--- src/rtl/cpu_bus_arbiter_pkg.sv ---
// Shared types and constants for the CPU instruction/data bus arbiter.
// The optional wait-state timeout is enabled by defining ARB_TIMEOUT_EN.
package cpu_bus_pkg;

  typedef enum logic [1:0] {
    IDLE   = 2'd0,
    WAIT_I = 2'd1,
    WAIT_D = 2'd2
  } arb_state_t;

  localparam logic MASTER_I = 1'b0;
  localparam logic MASTER_D = 1'b1;

  // Read data returned to the owner when a wait is abandoned.
  localparam logic [31:0] TIMEOUT_RDATA = 32'h0;

  // Everything needed to replay a held data request onto the memory port.
  typedef struct packed {
    logic [31:0] addr;
    logic        write;
    logic [3:0]  be;
    logic [31:0] wdata;
  } d_slot_t;

endpackage

--- src/rtl/cpu_bus_arbiter_if.sv ---
// Bundle of the CPU-side and memory-side signals around the arbiter.
// slave  : the arbiter's view (takes CPU requests, drives the memory port).
// master : the surrounding system's view (CPU buses plus memory together).
interface cpu_bus_arbiter_if;
  import cpu_bus_pkg::*;

  logic        cpui_request;
  logic [31:0] cpui_addr;
  logic [31:0] cpui_rdata;
  logic        cpui_ack;

  logic        cpud_request;
  logic [31:0] cpud_addr;
  logic        cpud_write;
  logic [3:0]  cpud_byte_enable;
  logic [31:0] cpud_wdata;
  logic [31:0] cpud_rdata;
  logic        cpud_ack;

  logic        mem_request;
  logic [31:0] mem_addr;
  logic        mem_write;
  logic [3:0]  mem_byte_enable;
  logic [31:0] mem_wdata;
  logic [31:0] mem_rdata;
  logic        mem_ack;
  logic        mem_master;
  logic        timeout_error;

  modport slave (
    input  cpui_request, cpui_addr,
    output cpui_rdata, cpui_ack,
    input  cpud_request, cpud_addr, cpud_write, cpud_byte_enable, cpud_wdata,
    output cpud_rdata, cpud_ack,
    output mem_request, mem_addr, mem_write, mem_byte_enable, mem_wdata,
    input  mem_rdata, mem_ack,
    output mem_master, timeout_error
  );

  modport master (
    output cpui_request, cpui_addr,
    input  cpui_rdata, cpui_ack,
    output cpud_request, cpud_addr, cpud_write, cpud_byte_enable, cpud_wdata,
    input  cpud_rdata, cpud_ack,
    input  mem_request, mem_addr, mem_write, mem_byte_enable, mem_wdata,
    output mem_rdata, mem_ack,
    input  mem_master, timeout_error
  );

endinterface

--- src/rtl/cpu_bus_arbiter_slot.sv ---
// Single-entry holding register for a request that could not launch at once.
module cpu_bus_slot
  import cpu_bus_pkg::*;
#(
  parameter int W = 32
) (
  input  logic         clock,
  input  logic         reset,
  input  logic         load,
  input  logic         clear,
  input  logic [W-1:0] din,
  output logic [W-1:0] dout,
  output logic         pending
);

  // Payload is only meaningful while pending, so it is captured without reset.
  always_ff @(posedge clock) begin
    if (load) dout <= din;
  end

  // Pending flag: set on load, dropped when the held request is granted.
  always_ff @(posedge clock or negedge reset) begin
    if (!reset)     pending <= 1'b0;
    else if (load)  pending <= 1'b1;
    else if (clear) pending <= 1'b0;
  end

endmodule

--- src/rtl/cpu_bus_arbiter.sv ---
// Arbiter sharing one memory port between the CPU instruction and data buses.
// Data normally wins; the instruction side is guaranteed a grant after
// MAX_D_BURST consecutive data grants. Define ARB_TIMEOUT_EN to abandon a
// wait after TIMEOUT_CYCLES cycles with a forced acknowledge.
module cpu_bus_arbiter
  import cpu_bus_pkg::*;
#(
  parameter int MAX_D_BURST    = 4,
  parameter int TIMEOUT_CYCLES = 1024
) (
  input logic              clock,
  input logic              reset,
  cpu_bus_arbiter_if.slave bus
);

  localparam int            BW        = $clog2(MAX_D_BURST + 1);
  localparam logic [BW-1:0] BURST_MAX = BW'(MAX_D_BURST);

  if (MAX_D_BURST < 1) begin : g_bad_burst
    $error("cpu_bus_arbiter: MAX_D_BURST must be at least 1");
  end
  if (TIMEOUT_CYCLES < 2) begin : g_bad_timeout
    $error("cpu_bus_arbiter: TIMEOUT_CYCLES must be at least 2");
  end

  arb_state_t    state;
  logic [BW-1:0] burst_cnt;
  logic          in_wait, done, tmo_hit, can_launch, launch;
  logic          i_pend, d_pend, i_busy, d_busy, i_drop, d_drop;
  logic          i_req_ok, d_req_ok, i_cand, d_cand, grant_i, grant_d;
  logic          i_load, d_load;
  logic [31:0]   i_held, i_src;
  d_slot_t       d_live, d_held, d_src;

  assign in_wait = (state != IDLE);
  assign done    = in_wait && (bus.mem_ack || tmo_hit);

  // A master is busy while its slot holds a request or its transaction has
  // not yet completed; a request in the completing cycle is accepted.
  assign i_busy   = i_pend || (state == WAIT_I && !done);
  assign d_busy   = d_pend || (state == WAIT_D && !done);
  assign i_drop   = bus.cpui_request && i_busy;
  assign d_drop   = bus.cpud_request && d_busy;
  assign i_req_ok = bus.cpui_request && !i_busy;
  assign d_req_ok = bus.cpud_request && !d_busy;
  assign i_cand   = i_pend || i_req_ok;
  assign d_cand   = d_pend || d_req_ok;

  assign can_launch = (state == IDLE) || done;
  assign grant_i    = can_launch && i_cand && (!d_cand || burst_cnt == BURST_MAX);
  assign grant_d    = can_launch && d_cand && !grant_i;
  assign launch     = grant_i || grant_d;

  assign i_load = i_req_ok && !grant_i;
  assign d_load = d_req_ok && !grant_d;

  assign d_live = {bus.cpud_addr, bus.cpud_write, bus.cpud_byte_enable, bus.cpud_wdata};
  assign i_src  = i_pend ? i_held : bus.cpui_addr;
  assign d_src  = d_pend ? d_held : d_live;

  cpu_bus_slot #(.W(32)) u_slot_i (
    .clock   (clock),
    .reset   (reset),
    .load    (i_load),
    .clear   (grant_i),
    .din     (bus.cpui_addr),
    .dout    (i_held),
    .pending (i_pend)
  );

  cpu_bus_slot #(.W($bits(d_slot_t))) u_slot_d (
    .clock   (clock),
    .reset   (reset),
    .load    (d_load),
    .clear   (grant_d),
    .din     (d_live),
    .dout    (d_held),
    .pending (d_pend)
  );

`ifdef ARB_TIMEOUT_EN
  localparam int TW = (TIMEOUT_CYCLES > 2) ? $clog2(TIMEOUT_CYCLES) : 1;
  logic [TW-1:0] tmo_cnt;

  assign tmo_hit = in_wait && !bus.mem_ack && (tmo_cnt == TW'(TIMEOUT_CYCLES - 1));

  // Count unacknowledged wait cycles since the current launch.
  always_ff @(posedge clock or negedge reset) begin
    if (!reset)                      tmo_cnt <= '0;
    else if (launch)                 tmo_cnt <= '0;
    else if (in_wait && !bus.mem_ack) tmo_cnt <= tmo_cnt + 1'b1;
  end
`else
  assign tmo_hit = 1'b0;
`endif

  // Grant FSM: launches one transaction and holds the memory fields until ack.
  always_ff @(posedge clock or negedge reset) begin
    if (!reset) begin
      state               <= IDLE;
      bus.mem_request     <= 1'b0;
      bus.mem_addr        <= '0;
      bus.mem_write       <= 1'b0;
      bus.mem_byte_enable <= '0;
      bus.mem_wdata       <= '0;
      bus.mem_master      <= MASTER_I;
    end else begin
      bus.mem_request <= launch;
      if (grant_d) begin
        state               <= WAIT_D;
        bus.mem_addr        <= d_src.addr;
        bus.mem_write       <= d_src.write;
        bus.mem_byte_enable <= d_src.be;
        bus.mem_wdata       <= d_src.wdata;
        bus.mem_master      <= MASTER_D;
      end else if (grant_i) begin
        state               <= WAIT_I;
        bus.mem_addr        <= i_src;
        bus.mem_write       <= 1'b0;
        bus.mem_byte_enable <= 4'hF;
        bus.mem_wdata       <= '0;
        bus.mem_master      <= MASTER_I;
      end else if (done) begin
        state <= IDLE;
      end
    end
  end

  // Track consecutive data grants made while an instruction request waits.
  always_ff @(posedge clock or negedge reset) begin
    if (!reset)                                burst_cnt <= '0;
    else if (grant_i || !i_cand)               burst_cnt <= '0;
    else if (grant_d && burst_cnt != BURST_MAX) burst_cnt <= burst_cnt + 1'b1;
  end

  assign bus.cpui_ack      = (state == WAIT_I) && done;
  assign bus.cpud_ack      = (state == WAIT_D) && done;
  assign bus.cpui_rdata    = tmo_hit ? TIMEOUT_RDATA : bus.mem_rdata;
  assign bus.cpud_rdata    = tmo_hit ? TIMEOUT_RDATA : bus.mem_rdata;
  assign bus.timeout_error = tmo_hit;

  // Flag a request from a master that already has one outstanding; it is dropped.
  always @(posedge clock) begin
    if (reset) begin
      assert (!i_drop) else $warning("cpu_bus_arbiter: cpui_request dropped, instruction transaction outstanding");
      assert (!d_drop) else $warning("cpu_bus_arbiter: cpud_request dropped, data transaction outstanding");
    end
  end

endmodule

--- src/flat_wrapper.sv ---
// flat-port wrapper written by rule: the top's interface ports become plain ports
module cpu_bus_arbiter_flat import cpu_bus_pkg::*;
#(
  parameter int MAX_D_BURST    = 4,
  parameter int TIMEOUT_CYCLES = 1024
)
  (clock, reset, bus_cpui_request, bus_cpui_addr, bus_cpui_rdata, bus_cpui_ack, bus_cpud_request, bus_cpud_addr, bus_cpud_write, bus_cpud_byte_enable, bus_cpud_wdata, bus_cpud_rdata, bus_cpud_ack, bus_mem_request, bus_mem_addr, bus_mem_write, bus_mem_byte_enable, bus_mem_wdata, bus_mem_rdata, bus_mem_ack, bus_mem_master, bus_timeout_error);
  cpu_bus_arbiter_if bus_i ();
  input logic clock;
  input logic reset;
  input wire logic [$bits(bus_i.cpui_request)-1:0] bus_cpui_request;
  input wire logic [$bits(bus_i.cpui_addr)-1:0] bus_cpui_addr;
  output wire logic [$bits(bus_i.cpui_rdata)-1:0] bus_cpui_rdata;
  output wire logic [$bits(bus_i.cpui_ack)-1:0] bus_cpui_ack;
  input wire logic [$bits(bus_i.cpud_request)-1:0] bus_cpud_request;
  input wire logic [$bits(bus_i.cpud_addr)-1:0] bus_cpud_addr;
  input wire logic [$bits(bus_i.cpud_write)-1:0] bus_cpud_write;
  input wire logic [$bits(bus_i.cpud_byte_enable)-1:0] bus_cpud_byte_enable;
  input wire logic [$bits(bus_i.cpud_wdata)-1:0] bus_cpud_wdata;
  output wire logic [$bits(bus_i.cpud_rdata)-1:0] bus_cpud_rdata;
  output wire logic [$bits(bus_i.cpud_ack)-1:0] bus_cpud_ack;
  output wire logic [$bits(bus_i.mem_request)-1:0] bus_mem_request;
  output wire logic [$bits(bus_i.mem_addr)-1:0] bus_mem_addr;
  output wire logic [$bits(bus_i.mem_write)-1:0] bus_mem_write;
  output wire logic [$bits(bus_i.mem_byte_enable)-1:0] bus_mem_byte_enable;
  output wire logic [$bits(bus_i.mem_wdata)-1:0] bus_mem_wdata;
  input wire logic [$bits(bus_i.mem_rdata)-1:0] bus_mem_rdata;
  input wire logic [$bits(bus_i.mem_ack)-1:0] bus_mem_ack;
  output wire logic [$bits(bus_i.mem_master)-1:0] bus_mem_master;
  output wire logic [$bits(bus_i.timeout_error)-1:0] bus_timeout_error;
  assign bus_i.cpui_request = bus_cpui_request;
  assign bus_i.cpui_addr = bus_cpui_addr;
  assign bus_cpui_rdata = bus_i.cpui_rdata;
  assign bus_cpui_ack = bus_i.cpui_ack;
  assign bus_i.cpud_request = bus_cpud_request;
  assign bus_i.cpud_addr = bus_cpud_addr;
  assign bus_i.cpud_write = bus_cpud_write;
  assign bus_i.cpud_byte_enable = bus_cpud_byte_enable;
  assign bus_i.cpud_wdata = bus_cpud_wdata;
  assign bus_cpud_rdata = bus_i.cpud_rdata;
  assign bus_cpud_ack = bus_i.cpud_ack;
  assign bus_mem_request = bus_i.mem_request;
  assign bus_mem_addr = bus_i.mem_addr;
  assign bus_mem_write = bus_i.mem_write;
  assign bus_mem_byte_enable = bus_i.mem_byte_enable;
  assign bus_mem_wdata = bus_i.mem_wdata;
  assign bus_i.mem_rdata = bus_mem_rdata;
  assign bus_i.mem_ack = bus_mem_ack;
  assign bus_mem_master = bus_i.mem_master;
  assign bus_timeout_error = bus_i.timeout_error;
  cpu_bus_arbiter #(.MAX_D_BURST(MAX_D_BURST), .TIMEOUT_CYCLES(TIMEOUT_CYCLES)) u_core (.clock(clock), .reset(reset), .bus(bus_i));
endmodule
--- config.mk ---
export PLATFORM = sky130hd
export DESIGN_NAME = cpu_bus_arbiter_flat
export DESIGN_NICKNAME = d
export VERILOG_FILES = /design/src/rtl/cpu_bus_arbiter_pkg.sv /design/src/rtl/cpu_bus_arbiter_if.sv /design/src/rtl/cpu_bus_arbiter_slot.sv /design/src/rtl/cpu_bus_arbiter.sv /design/src/flat_wrapper.sv
export SDC_FILE = /design/constraint.sdc
export NUM_CORES = 1
export LEC_CHECK = 0
export ABC_AREA = 1
export BUFFER_PORTS_ARGS = -buffer_cell sky130_fd_sc_hd__buf_2
export CAP_MARGIN = 0
export CORE_MARGIN = 5
export CORE_UTILIZATION = 30
export DETAILED_ROUTE_END_ITERATION = 7
export GPL_TIMING_DRIVEN = 0
export PLACE_DENSITY = 0.56
export SETUP_SLACK_MARGIN = 0.5
export SLEW_MARGIN = 30
export SYNTH_ARGS = -nofsm -noshare
export SYNTH_HDL_FRONTEND = slang
export SYNTH_HIERARCHICAL = 1
export SYNTH_SLANG_ARGS = --single-unit
--- constraint.sdc ---
create_clock -name clock -period 14.7 [get_ports clock]
set_input_delay 2.94 -clock clock [delete_from_list [all_inputs] [get_ports clock]]
set_output_delay 2.94 -clock clock [all_outputs]
set_load 0.005 [all_outputs]
=== Word-level counts from Yosys, hierarchy flattened ===
Index checks and enable logic that the tools add are counted.

* Bits of input ports: 138
* Output and inout bits: 138
* Flip-flop bits (word level): 179

* Reduce and logical (&&, ||, !) cells: 36
* Eq/ne operators: 4
* Mux-type cells: 19
* Add/sub/neg operators: 1

{| class="wikitable"
|+ Operator list
! cell !! number
|-
| 32-bit two-way mux || 5
|-
| 69-bit two-way mux || 1
|-
| 1-bit logical AND || 14
|-
| 2-bit nonzero test || 5
|-
| 1-bit logical OR || 8
|-
| 4-bit two-way mux || 2
|-
| 1-bit logical NOT || 7
|-
| 1-bit two-way mux || 6
|-
| 2-bit two-way mux || 3
|-
| 3-bit two-way mux || 2
|-
| 3-bit by 1-bit adder with 3-bit output, second input constant || 1
|-
| 3-bit equality test, second input constant || 1
|-
| 3-bit inequality test, second input constant || 1
|-
| 3-bit nonzero test || 1
|-
| 2-bit by 1-bit equality test with 1-bit output, second input constant || 1
|-
| 2-bit equality test, second input constant || 1
|-
| 2-bit logical NOT || 1
|}

=== Longest topological paths before layout ===
* Word-level depth: 16
* Gate-level depth with buffers: 12
* Gate-level depth less buffers: 11

=== Hierarchy ===
The synthesis kept the hierarchy.

{| class="wikitable"
|+ By module, submodules not included
! module !! area each (sq um) !! cells an instance !! instances
|-
| cpu_bus_arbiter || 5,157.4 || 680 || 1
|-
| cpu_bus_slot (u_core.u_slot_d) || 2,112.0 || 74 || 1
|-
| cpu_bus_slot (u_core.u_slot_i) || 1,001.0 || 37 || 1
|}

=== Least setup slack after synthesis ===
No wires, ideal clock.

* Path type: in2reg
* Start: in bus_mem_ack
* End: reg u_core.u_slot_d.dout[0] (enable)
* Library setup time: 498 ps
* Setup slack: 7,549 ps
* Arrival time: 6,653 ps
* Buffers on the path: 1
* Stages on the path: 10
* Cells stage by stage: inv_2 -> nand3_2 -> nand2_1 -> nand2_2 -> nand2_2 -> nand2_4 -> nand2_4 -> inv_4 -> buf_4 -> nor2_1

* Word-level cells in the longest chain between the ends: 14
* Elaborated cells between the ends (all ways): 22
* Those cells by class: reduce/logical (22)

{| class="wikitable"
|+ RTL lines
! item !! line !! RTL
|-
| from (decl) || flat_wrapper.sv:28 || <nowiki>input wire logic [$bits(bus_i.mem_ack)-1:0] bus_mem_ack;</nowiki>
|-
| 1-bit logical AND (*) || cpu_bus_arbiter.sv:36 || <nowiki>assign done = in_wait && (bus.mem_ack || tmo_hit);</nowiki>
|-
| 1-bit logical NOT || cpu_bus_arbiter.sv:40, cpu_bus_arbiter.sv:41 ||
|-
| 1-bit logical AND || cpu_bus_arbiter.sv:41 || <nowiki>assign d_busy = d_pend || (state == WAIT_D && !done);</nowiki>
|-
| 1-bit logical OR || cpu_bus_arbiter.sv:41 ||
|-
| 1-bit logical NOT || cpu_bus_arbiter.sv:45 || <nowiki>assign d_req_ok = bus.cpud_request && !d_busy;</nowiki>
|-
| 1-bit logical AND || cpu_bus_arbiter.sv:45 ||
|-
| 1-bit logical OR || cpu_bus_arbiter.sv:47 || <nowiki>assign d_cand = d_pend || d_req_ok;</nowiki>
|-
| 1-bit logical NOT || cpu_bus_arbiter.sv:50 || <nowiki>assign grant_i = can_launch && i_cand && (!d_cand || burst_cnt == BURST_MAX);</nowiki>
|-
| 1-bit logical OR || cpu_bus_arbiter.sv:50 ||
|-
| 1-bit logical AND || cpu_bus_arbiter.sv:50 ||
|-
| 1-bit logical NOT || cpu_bus_arbiter.sv:51 || <nowiki>assign grant_d = can_launch && d_cand && !grant_i;</nowiki>
|-
| 1-bit logical AND (*) || cpu_bus_arbiter.sv:51 ||
|-
| net u_core.grant_d || cpu_bus_arbiter.sv:30 || <nowiki>logic i_req_ok, d_req_ok, i_cand, d_cand, grant_i, grant_d;</nowiki>
|-
| 1-bit logical NOT (*) || cpu_bus_arbiter.sv:55 || <nowiki>assign d_load = d_req_ok && !grant_d;</nowiki>
|-
| 1-bit logical AND (*) || cpu_bus_arbiter.sv:55 ||
|-
| net u_core.d_load || cpu_bus_arbiter.sv:31 || <nowiki>logic i_load, d_load;</nowiki>
|-
| to (signal assigned) || cpu_bus_arbiter_slot.sv:18 || <nowiki>if (load) dout <= din;</nowiki>
|-
| to (decl) || cpu_bus_arbiter_slot.sv:12 || <nowiki>output logic [W-1:0] dout,</nowiki>
|}

The timed path passes the listed nets; every way through them passes the cells marked *.
A chain may end at the register's enable or synchronous reset.

=== Worst setup path in the final report ===
* Start: in bus_mem_ack
* End: out bus_cpud_ack

* Word-level cells in the longest chain between the ends: 2

{| class="wikitable"
|+ RTL lines
! item !! line !! RTL
|-
| 1-bit logical AND || cpu_bus_arbiter.sv:36 ||
|-
| 1-bit logical AND || cpu_bus_arbiter.sv:137 || <nowiki>assign bus.cpud_ack = (state == WAIT_D) && done;</nowiki>
|-
| to (decl) || flat_wrapper.sv:21 || <nowiki>output wire logic [$bits(bus_i.cpud_ack)-1:0] bus_cpud_ack;</nowiki>
|}

Every way passes these cells.

==> flow_summary.json <==
{
  "synth_xor_xnor_area_share_pct": 0.106,
  "antenna_left": 0,
  "hold_path.class": "reg -> reg",
  "nFillCells": 2714,
  "nets": 1202,
  "p_comb_share_pct": 42.1,
  "mappedNetlistArea_sq_um": 8270,
  "hpwl_um": 18200,
  "relSlewSlack_pct": 62.3,
  "crit_path_end_kind": "primary output",
  "fin_ws_ps": 8330,
  "io_pins": 276,
  "hold_viol_final": 0,
  "drt_iter0_markers": 293,
  "synth_fa_ha_area_share_pct": 0.303,
  "postCtsSetupBuffers": 0,
  "pwr_density_cell_nw_per_um2": 199,
  "drv_cap": 0,
  "cp-start-kind": "input port",
  "synth_simple_gate_area_share_pct": 18.5,
  "clock_latency_ps": 430,
  "layout_commonest_cell": "nand2_1",
  "p_clk_share_pct": 21.3,
  "start_util_pct": 30.6,
  "final_cell_mix": "nand2_1 (282), buf_2 (257), edfxtp_1 (101)",
  "skew_ps": 12.6,
  "crit_type": "in -> out",
  "vias": 6336,
  "fmax_mhz": 157,
  "drive_gt1_share_pct": 37.0,
  "syn_inst": 791,
  "cts_made_buffers": 17,
  "die_area_sq_um": 31000,
  "yosysWarningCount": 6,
  "worstMarginPinSlew_ps": 566,
  "post_cts_resized": 0,
  "cts_sinks": 179,
  "track_usage_pct": 15.7,
  "synth_compound_area_share_pct": 2.62,
  "synth_top_family_by_area": "simple AND/OR/NAND/NOR gates",
  "grt_max_degree": 42,
  "synth_nets": 931,
  "sequentialPowerShare_pct": 36.6,
  "fp.coreArea_sq_um": 27000,
  "wl_per_cell_um": 17.6,
  "antenna_cells": 0,
  "vias_per_cell": 4.47,
  "ys_ff_latch": 179,
  "finalSetupViolations": 0,
  "yosysUniqueCellTypes": 26,
  "sw_frac_of_total_pct": 39.0,
  "clk_pin_slew_ps": 70,
  "grt_pass1_wl_um": 37700,
  "port_buffers": 242,
  "leakage_nw": 5.33,
  "final.setup.tns_ps": 0,
  "postCtsHoldBufs": 0,
  "wirelength_um": 24900,
  "post-route-min-period_ps": 6370,
  "p_int_mw": 1.29,
  "rsz0062_at_grt": "no",
  "crit_path_max_fanout": 6,
  "finalCritPeriodShare_pct": 43.4,
  "dp_slack_ps": 8320,
  "muxShareOfSynthArea_pct": 8.23,
  "gr-total-overflow": 0,
  "placementRows": 60,
  "finalPower_mw": 2.12,
  "grt_antenna_before_repair": 4,
  "drtPass1Iterations": 5,
  "place.gp.congestion": 0.802,
  "p_sw_mw": 0.828,
  "yosysSeqAreaShare_pct": 60.3,
  "ir_worst_vdd_uv": 72.9,
  "die_w_um": 176,
  "dp.cells": 1384,
  "cts_buffer_depth": 2,
  "drc": 0,
  "required_ps": 11760,
  "cts_tree": "yes",
  "htree_levels": 4,
  "area_delta_synth_final_pct": 29.1,
  "grt_pass1_vias": 6492,
  "synth_area_per_cell_sq_um": 10.5,
  "cp.arrival_ps": 3430,
  "status": "completed",
  "die_height_um": 176,
  "drv_slew": 0,
  "stdcell_count": 1416,
  "cts_root_buf": "clkbuf_16"
}
[cells in the mapped netlist (all sizes together)]
| master | number | share of area (%) |
|---|---|---|
| a21oi | 3 | 0.32 |
| buf | 98 | 8.5 |
| clkbuf | 11 | 0.50 |
| conb | 1 | 0.045 |
| dfrtp | 78 | 24 |
| edfxtp | 101 | 37 |
| ha | 2 | 0.30 |
| inv | 20 | 0.94 |
| mux2i | 68 | 8.2 |
| nand2 | 289 | 14 |
| nand3 | 72 | 4.4 |
| nand4 | 3 | 0.23 |
| nor2 | 3 | 0.14 |
| nor3 | 3 | 0.18 |
| o21ai | 38 | 2.3 |
| xor2 | 1 | 0.11 |
[worst max-delay path, stage by stage]
cell and delay (ps):
buf_2 100, inv_2 70, nor3_1 160, buf_2 160
[cells by family after synthesis]
| family | count (synthesis) |
|---|---|
| xor gates and xnor gates | 1 |
| other | 1 |
| adders and majority gates | 2 |
| and+or+nand+nor | 370 |
| DFF | 179 |
| AOI/OAI and AO/OA | 41 |
| muxes | 68 |
| buffers and inverters | 129 |
[per-layer routing]
layer  global-route usage (%)  routed length (um)  vias to the layer above
met3                     5.63                2070                       14
met4                     2.47                 121                        8
met2                     26.0               11700                      218
li1                         -                   -                     3108
met1                     20.3               11000                     2988
met5                        0                  53                        -
[per-stage QoR]
step                instance area (sq um)  utilization, %  hold slack, ps
floorplan                            8270               -             436
global placement                     9910            36.7             451
detailed placement                  10100            37.4             453
CTS                                 10700            39.5             471
global route                        10700            39.5             506
finish                              10700            39.5             469
[state kept, by name, summed over array words and instances (netlist names)]
signal                      cells
u_core/u_slot_d/pending         1
u_core/u_slot_d/dout           69
u_core/u_slot_i/dout           32
u_core/burst_cnt                3
u_core/u_slot_i/pending         1
u_core/bus.mem_wdata           32
u_core/bus.mem_request          1
u_core/bus.mem_master           1
u_core/bus.mem_byte_enable      4
u_core/bus.mem_addr            32
u_core/bus.mem_write            1
u_core/state                    2
[power by group through the flow]
| stage | clock (mW) | combinational (mW) | sequential, mW |
|---|---|---|---|
| 2_1_floorplan | 0 | 0.537 | 0.792 |
| 3_3_place_gp | 0 | 0.870 | 0.798 |
| 3_5_place_dp | 0 | 0.916 | 0.789 |
| 4_1_cts | 0.466 | 0.919 | 0.780 |
| 5_1_grt | 0.491 | 1.01 | 0.794 |
| 6_report | 0.452 | 0.893 | 0.778 |
[final timing paths]
path | start | end | slack [ps] | cells after the start
worst max-delay path | bus_mem_ack | bus_cpud_ack | 8330 | 4
worst min-delay path | u_core/u_slot_d/pending$_DFFE_PN0P_ | u_core/u_slot_d/pending$_DFFE_PN0P_ | 470 | 2
worst max register to register | u_core/u_slot_d/pending$_DFFE_PN0P_ | u_core/u_slot_d/dout[30]$_DFFE_PP_ | 11880 | 12
max in group asynchronous | reset | u_core/bus.mem_addr[12]$_DFFE_PN0P_ | 11670 | 2
min in group asynchronous | reset | u_core/bus.mem_wdata[23]$_DFFE_PN0P_ | 2430 | 1
worst min register to register | u_core/u_slot_d/pending$_DFFE_PN0P_ | u_core/u_slot_d/pending$_DFFE_PN0P_ | 470 | 2
[area by class of cell]
cell class	count	area (sq um)	share of cell area, %
sequential	179	4980	46.7
multi-input combinational	483	2480	23.2
timing repair buffer	252	1400	13.1
buffer	109	741	6.94
clock buffer	18	439	4.11
tap	341	427	4.00
clock inverter	14	129	1.21
inverter	20	77.6	0.727
Note: power is estimated with default switching activity, not from simulation.
